===== src/rtl/trigger_delay_multi.sv =====
// Multi-channel trigger delay: one synchronised, edge-detected trigger fanned
// out to NUM_CH channels, each with its own delay queue, pulse width, enable
// and one-shot/continuous arming.
module trigger_delay_multi #(
    parameter int NUM_CH      = 4,
    parameter int CNT_W       = 32,
    parameter int WID_W       = 16,
    parameter int QUEUE_DEPTH = 4,
    parameter int SYNC_STAGES = 3,
    localparam int CH_W       = (NUM_CH > 1) ? $clog2(NUM_CH) : 1,
    localparam int PTR_W      = $clog2(QUEUE_DEPTH)
) (
    input  logic              clk,
    input  logic              rst_n,
    input  logic              trigger_in,
    input  logic [1:0]        edge_type,
    input  logic              cfg_wr,
    input  logic [CH_W-1:0]   cfg_ch,
    input  logic [CNT_W-1:0]  cfg_delay,
    input  logic [WID_W-1:0]  cfg_width,
    input  logic              cfg_enable,
    input  logic              cfg_oneshot,
    input  logic [NUM_CH-1:0] arm,
    input  logic [NUM_CH-1:0] flush,
    output logic [NUM_CH-1:0] trigger_out,
    output logic [NUM_CH-1:0] busy,
    output logic [NUM_CH-1:0] armed,
    output logic [NUM_CH-1:0] overflow,
    output logic [CNT_W-1:0]  trig_count
);

    typedef struct packed {
        logic [CNT_W-1:0] delay;
        logic [WID_W-1:0] width;
        logic             enable;
        logic             oneshot;
    } cfg_t;

    logic [SYNC_STAGES-1:0] sync_q;
    logic                   sync_d;
    logic                   evt_raw;
    logic                   evt_q;
    logic [CNT_W-1:0]       now_q;

    // Edge detection on the synchronised level, selected by edge_type
    // NOTE: every signal written here gets a default first, so no path leaves it unassigned and no latch is inferred.
    always_comb begin
        evt_raw = 1'b0;
        unique case (edge_type)
            2'b00:   evt_raw = sync_q[SYNC_STAGES-1] & ~sync_d;
            2'b01:   evt_raw = ~sync_q[SYNC_STAGES-1] & sync_d;
            2'b10:   evt_raw = sync_q[SYNC_STAGES-1] ^ sync_d;
            default: evt_raw = 1'b0;
        endcase
    end

    // Synchroniser chain, edge register and the registered one-cycle event pulse
    // NOTE: sequential state uses non-blocking assignments so every flop samples pre-edge values.
    always_ff @(posedge clk or negedge rst_n) begin
        if (!rst_n) begin
            sync_q <= '0;
            sync_d <= 1'b0;
            evt_q  <= 1'b0;
        end else begin
            sync_q <= {sync_q[SYNC_STAGES-2:0], trigger_in};
            sync_d <= sync_q[SYNC_STAGES-1];
            evt_q  <= evt_raw;
        end
    end

    // Free-running timestamp and accepted-event counter, both wrap naturally
    always_ff @(posedge clk or negedge rst_n) begin
        if (!rst_n) begin
            now_q      <= '0;
            trig_count <= '0;
        end else begin
            now_q <= now_q + CNT_W'(1);
            if (evt_q) trig_count <= trig_count + CNT_W'(1);
        end
    end

    for (genvar c = 0; c < NUM_CH; c++) begin : g_ch
        cfg_t             cfg_q;
        logic             armed_q;
        logic             ovf_q;
        logic             out_q;
        logic [WID_W-1:0] remain_q;
        logic [CNT_W-1:0] mem [QUEUE_DEPTH];
        logic [PTR_W-1:0] rd_ptr;
        logic [PTR_W-1:0] wr_ptr;
        logic [PTR_W:0]   count;
        logic             armed_eff;
        logic             accept;
        logic             full;
        logic             push;
        logic             pop;
        logic [WID_W-1:0] width_eff;

        // Per-channel capture, maturity and pulse-width decisions
        always_comb begin
            armed_eff = armed_q | (arm[c] & cfg_q.oneshot);
            accept    = evt_q & cfg_q.enable & (~cfg_q.oneshot | armed_eff);
            full      = (count == (PTR_W+1)'(QUEUE_DEPTH));
            push      = accept & ~full;
            pop       = (count != '0) && (mem[rd_ptr] == now_q);
            width_eff = (cfg_q.width == '0) ? WID_W'(1) : cfg_q.width;
        end

        // Configuration register; a coincident event still sees the old value
        always_ff @(posedge clk or negedge rst_n) begin
            if (!rst_n) begin
                cfg_q.delay   <= '0;
                cfg_q.width   <= WID_W'(1);
                cfg_q.enable  <= 1'b0;
                cfg_q.oneshot <= 1'b0;
            end else if (cfg_wr && (cfg_ch == CH_W'(c))) begin
                cfg_q.delay   <= cfg_delay;
                cfg_q.width   <= cfg_width;
                cfg_q.enable  <= cfg_enable;
                cfg_q.oneshot <= cfg_oneshot;
            end
        end

        // Arming: arm is applied before capture, a one-shot capture disarms
        always_ff @(posedge clk or negedge rst_n) begin
            if (!rst_n)                                     armed_q <= 1'b0;
            else if (accept && cfg_q.oneshot && !flush[c])  armed_q <= 1'b0;
            else                                            armed_q <= armed_eff;
        end

        // Target storage; the target is the timestamp of the cycle the entry must pop in,
        // one past now+delay because the entry only becomes visible the cycle after capture
        // NOTE: queue storage has no reset; validity is carried entirely by count and the pointers.
        always_ff @(posedge clk) begin
            if (push && !flush[c]) mem[wr_ptr] <= now_q + cfg_q.delay + CNT_W'(1);
        end

        // Queue pointers, occupancy and sticky overflow; flush wins over push and pop
        always_ff @(posedge clk or negedge rst_n) begin
            if (!rst_n) begin
                rd_ptr <= '0;
                wr_ptr <= '0;
                count  <= '0;
                ovf_q  <= 1'b0;
            end else if (flush[c]) begin
                rd_ptr <= '0;
                wr_ptr <= '0;
                count  <= '0;
                ovf_q  <= 1'b0;
            end else begin
                if (push) wr_ptr <= wr_ptr + PTR_W'(1);
                if (pop)  rd_ptr <= rd_ptr + PTR_W'(1);
                count <= count + (PTR_W+1)'(push) - (PTR_W+1)'(pop);
                if (accept && full) ovf_q <= 1'b1;
            end
        end

        // Output pulse; a pop during an active pulse reloads the width with no gap
        always_ff @(posedge clk or negedge rst_n) begin
            if (!rst_n) begin
                out_q    <= 1'b0;
                remain_q <= '0;
            end else if (flush[c]) begin
                out_q    <= 1'b0;
                remain_q <= '0;
            end else if (pop) begin
                out_q    <= 1'b1;
                remain_q <= width_eff - WID_W'(1);
            end else if (out_q) begin
                if (remain_q == '0) out_q <= 1'b0;
                else                remain_q <= remain_q - WID_W'(1);
            end
        end

        assign trigger_out[c] = out_q;
        assign busy[c]        = (count != '0) | out_q;
        assign armed[c]       = armed_q;
        assign overflow[c]    = ovf_q;
    end

endmodule


===== config.mk =====
export PLATFORM = sky130hd
export DESIGN_NAME = trigger_delay_multi
export DESIGN_NICKNAME = d
export VERILOG_FILES = /design/src/rtl/trigger_delay_multi.sv
export SDC_FILE = /design/constraint.sdc
export NUM_CORES = 1
export LEC_CHECK = 0
export ABC_AREA = 1
export BUFFER_PORTS_ARGS = -buffer_cell sky130_fd_sc_hd__buf_2
export CAP_MARGIN = 15
export CORE_UTILIZATION = 43
export DETAILED_ROUTE_END_ITERATION = 16
export PLACE_DENSITY = 0.66
export SYNTH_ARGS = -nofsm -noshare
export SYNTH_HDL_FRONTEND = slang
export SYNTH_SLANG_ARGS = --single-unit

===== constraint.sdc =====
create_clock -name clk -period 4.1 [get_ports clk]
set_input_delay 0.82 -clock clk [delete_from_list [all_inputs] [get_ports clk]]
set_output_delay 0.82 -clock clk [all_outputs]
set_load 0.005 [all_outputs]

==> summary.md <==
| Metric | Value |
|---|---|
| Status | complete, no violations |
| #FFs+latches synth | between 800 and 900 |
| Initial core utilization | roughly 44% |
| Mapped Area | 47,000 um2 |
| I/O pin cnt | 114 |
| Reg-to-Reg Start | now_q[9] |
| Row count | 120 |
| Syn-to-layout area delta | 12.0% |
| Number of max-cap violations | 0 |
| Synth warnings | 0 |
| Vias | just under 40,000 |
| Total core area | between 100,000 and 150,000 um2 |
| Area of placed instances | a little under 50,000 um2 |
| Synth Area per Inst | approximately 8.6 um2 |
| Max Slew Vio Count | 0 |
| Slew @ Worst Pin | 1040 ps |
| Crit end category | flop |
| # fillers | 10,100 |
| Post-synth top area share | around 33% |
| Clock sinks | roughly 900 |
| Setup violations, final | 0 |
| R2R depth | 16 |
| GR Layer Usage met1 | about two fifths |
| CP max FO | 12 |
| HP Class | primary input to asynchronous set/reset pin |
| Die extent in x | around 330 um |
| Rel. slew slack | a little under a third |
| Post-synthesis sequential area ratio | a little over half |
| Fraction of layout cells with a size suffix above 1 | under 10% |
| Total gr overflow | 0 |
| IO Port Bufs | ~110 |
| Final hold slack | approximately 100 ps |
| Top cells by count, synth | 1,852 x nand2_1, 536 x nand3_1, 512 x edfxtp_1 |
| Routed wire per std cell | roughly 21 um |
| Min Tclk post-route | around 3900 ps |
| Global-route wire length before repair | 227 mm |
| First-pass DRT Iterations | 6 |
| Post-synth ARST share | between 40% and 50% |
| # DRC | 0 |
| Routability Congestion | between 1 and 1.5 |
| Antenna Nets Post-Route | 0 |
| Synth area leader | edfxtp_1 |
| Root buffer cell | clkbuf_16 |
| Unique masters post-synth | 48 |
| Reg clk slew, reported paths | about 60 ps |
| Reg2reg setup slack | between 200 and 250 ps |
| Setup Buffers After CTS | 0 |
| Hpwl dp | roughly 110 mm |
| WP data required | 4670 ps |
| Final clock skew | about 28 ps |
| Lkg Pwr | about 0.025 uW |
| Initial antenna violation count | 2 |
| Die area | around 110,000 um2 |
| # H-tree levels | 3 |
| Critical path arrival | approximately 4500 ps |
| Post-cts sizing count | 0 |
| Avg Vias per Cell | approximately 5.5 |
| Fin area | ~53,000 um2 |
| DRT Wirelength | 152 mm |
| Ranking of synthesized cells by area | edfxtp_1 33%, dfrtp_1 20%, nand2_1 15% |
| Worst setup SP type | flop |
| GRT Total Usage | roughly 27% |
| Fmax achieved | between 0.2 and 0.3 GHz |
| Number of global-route vias before repair | approximately 36,000 |
| Ys flop type | edfxtp_1 |
| Grt peak-use layer | met2 |
| CTS buffer count | between 90 and 100 |
| Crit Path Class | flop to flop |
| Final critical-path share of the clock period | around 95% |
| RSZ-0062 raised after global routing | false |
| CTS tree | done |
| Largest net degree at the start of global routing | 101 |
| Hold Fails Final Rpt | 0 |
| First DRT Iteration DRCs | between 4,000 and 5,000 |
| Met2 Resource Use GR | a little over two fifths |
| Most frequent cell after synthesis | nand2_1 |
| Layout Nets | 5,811 |
| Pwr/cell area | around 410 nW/um2 |
| Number of diodes | 0 |
| Peak VDD IR | around 0.31 mV |
| Hold Buf Count CTS | 0 |
| Reg-to-Reg End | g_ch[1].remain_q[10] |
| Die height | around 330 um |
| M3 GR Usage | roughly 4% |
| Clock Latency Late Sink | 690 ps |
| Mapped Cells | about 5,500 |
| Number of enable flip-flop cells after synthesis | 512 |
| CTS Buffer Depth | 3 |
| Setup TNS | 0 ps |
| Mapped Nets | 5,684 |
logic make-up after synthesis:
group,synth area share (%)
AND/OR/NAND/NOR,26.1
flip-flops,52.6
buffers and inverters,5.99
AO/OA/AOI/OAI,6.93
XOR/XNOR,3.88
adder cells (fa/ha/maj),4.49
worst max path at each step:
stage | start | endpoint | slack (ps)
2_1_floorplan | arm[1] | g_ch[1].mem[0][0] | 950
3_3_place_gp | now_q[9] | g_ch[1].remain_q[10] | 260
3_5_place_dp | now_q[9] | g_ch[0].remain_q[12] | 280
4_1_cts | now_q[9] | g_ch[0].remain_q[10] | 260
5_1_grt | now_q[9] | g_ch[1].remain_q[10] | 40
6_report | now_q[9] | g_ch[1].remain_q[10] | 210
power by group:
group	leakage (uW)	internal [uW]	total, uW	switching, uW
sequential	0.00949	10100	10500	375
clock	0.00158	5170	8900	3740
combinational	0.0135	668	2190	1520
total	0.0246	16000	21600	5630
per-layer routing:
layer	up-vias	share of wire, %	routed length [um]
met5	-	0	0
met4	0	3.5	5280
met3	259	8.2	12500
met2	1654	44	67100
met1	18400	44	66600
li1	18300	-	-
layout make-up:
| type | instances | area [um2] | share of cell area [%] |
|---|---|---|---|
| Clock buffer | 127 | 2670 | 5.07 |
| Clock inverter | 54 | 536 | 1.02 |
| Inverter | 471 | 1770 | 3.36 |
| Multi-Input combinational cell | 3911 | 19700 | 37.3 |
| Sequential cell | 885 | 24700 | 46.9 |
| Tap cell | 1403 | 1760 | 3.33 |
| Timing Repair Buffer | 215 | 1550 | 2.95 |
state kept, by name, summed over array words and instances, names as in the netlist:
name	cells
g_ch.cfg_q	200
sync_d	1
sync_q	3
g_ch.out_q	4
g_ch.count	12
g_ch.remain_q	64
evt_q	1
g_ch.armed_q	4
g_ch.wr_ptr	8
trig_count	32
g_ch.ovf_q	4
g_ch.mem	512
now_q	32
g_ch.rd_ptr	8
critical path: stages, from the launching register on:
cell and delay (ps):
dfrtp_1 830, inv_1 420, nand3_1 320, nand2_1 80, nor2_1 150, nand3b_1 100, nor2_1 360, nand3_2 250
inv_1 130, nand2_1 70, nand2_1 120, ha_1 210, nand3_1 220, nor2_2 260, nand3_1 90, nand3_1 100
nand2_1 50
through the flow:
stage               total power (uW)  utilization (%)  instances  setup WS [ps]
floorplan                      11900                -       5454            954
global placement               12800             45.9       6885            258
detailed placement             12800             45.9       6885            276
CTS                            21700             48.9       7066            265
global route                   22300             48.9       7066           40.1
finish                         21600             48.9       7066            214
cells in the final DEF (no fill, tap or decap), types with 17 or more instances in the layout:
master     instances
buf_12            17
buf_4             85
nand3_1          532
nor4_1            37
inv_1            459
xor2_1           150
nor2_4            23
ha_1             156
o22ai_1           20
clkbuf_16         99
clkinv_2          19
edfxtp_1         512
nand4_1           37
dfrtp_1          365
o21ai_0          300
nor2_1           340
a21oi_1          141
o21ai_1           22
xnor2_1           57
nand3b_1          20
nor3_1            48
nand2_1         1852
buf_2            112
a31oi_1           45
clkbuf_1          19
No activity file was read; power rests on OpenSTA's default activity.
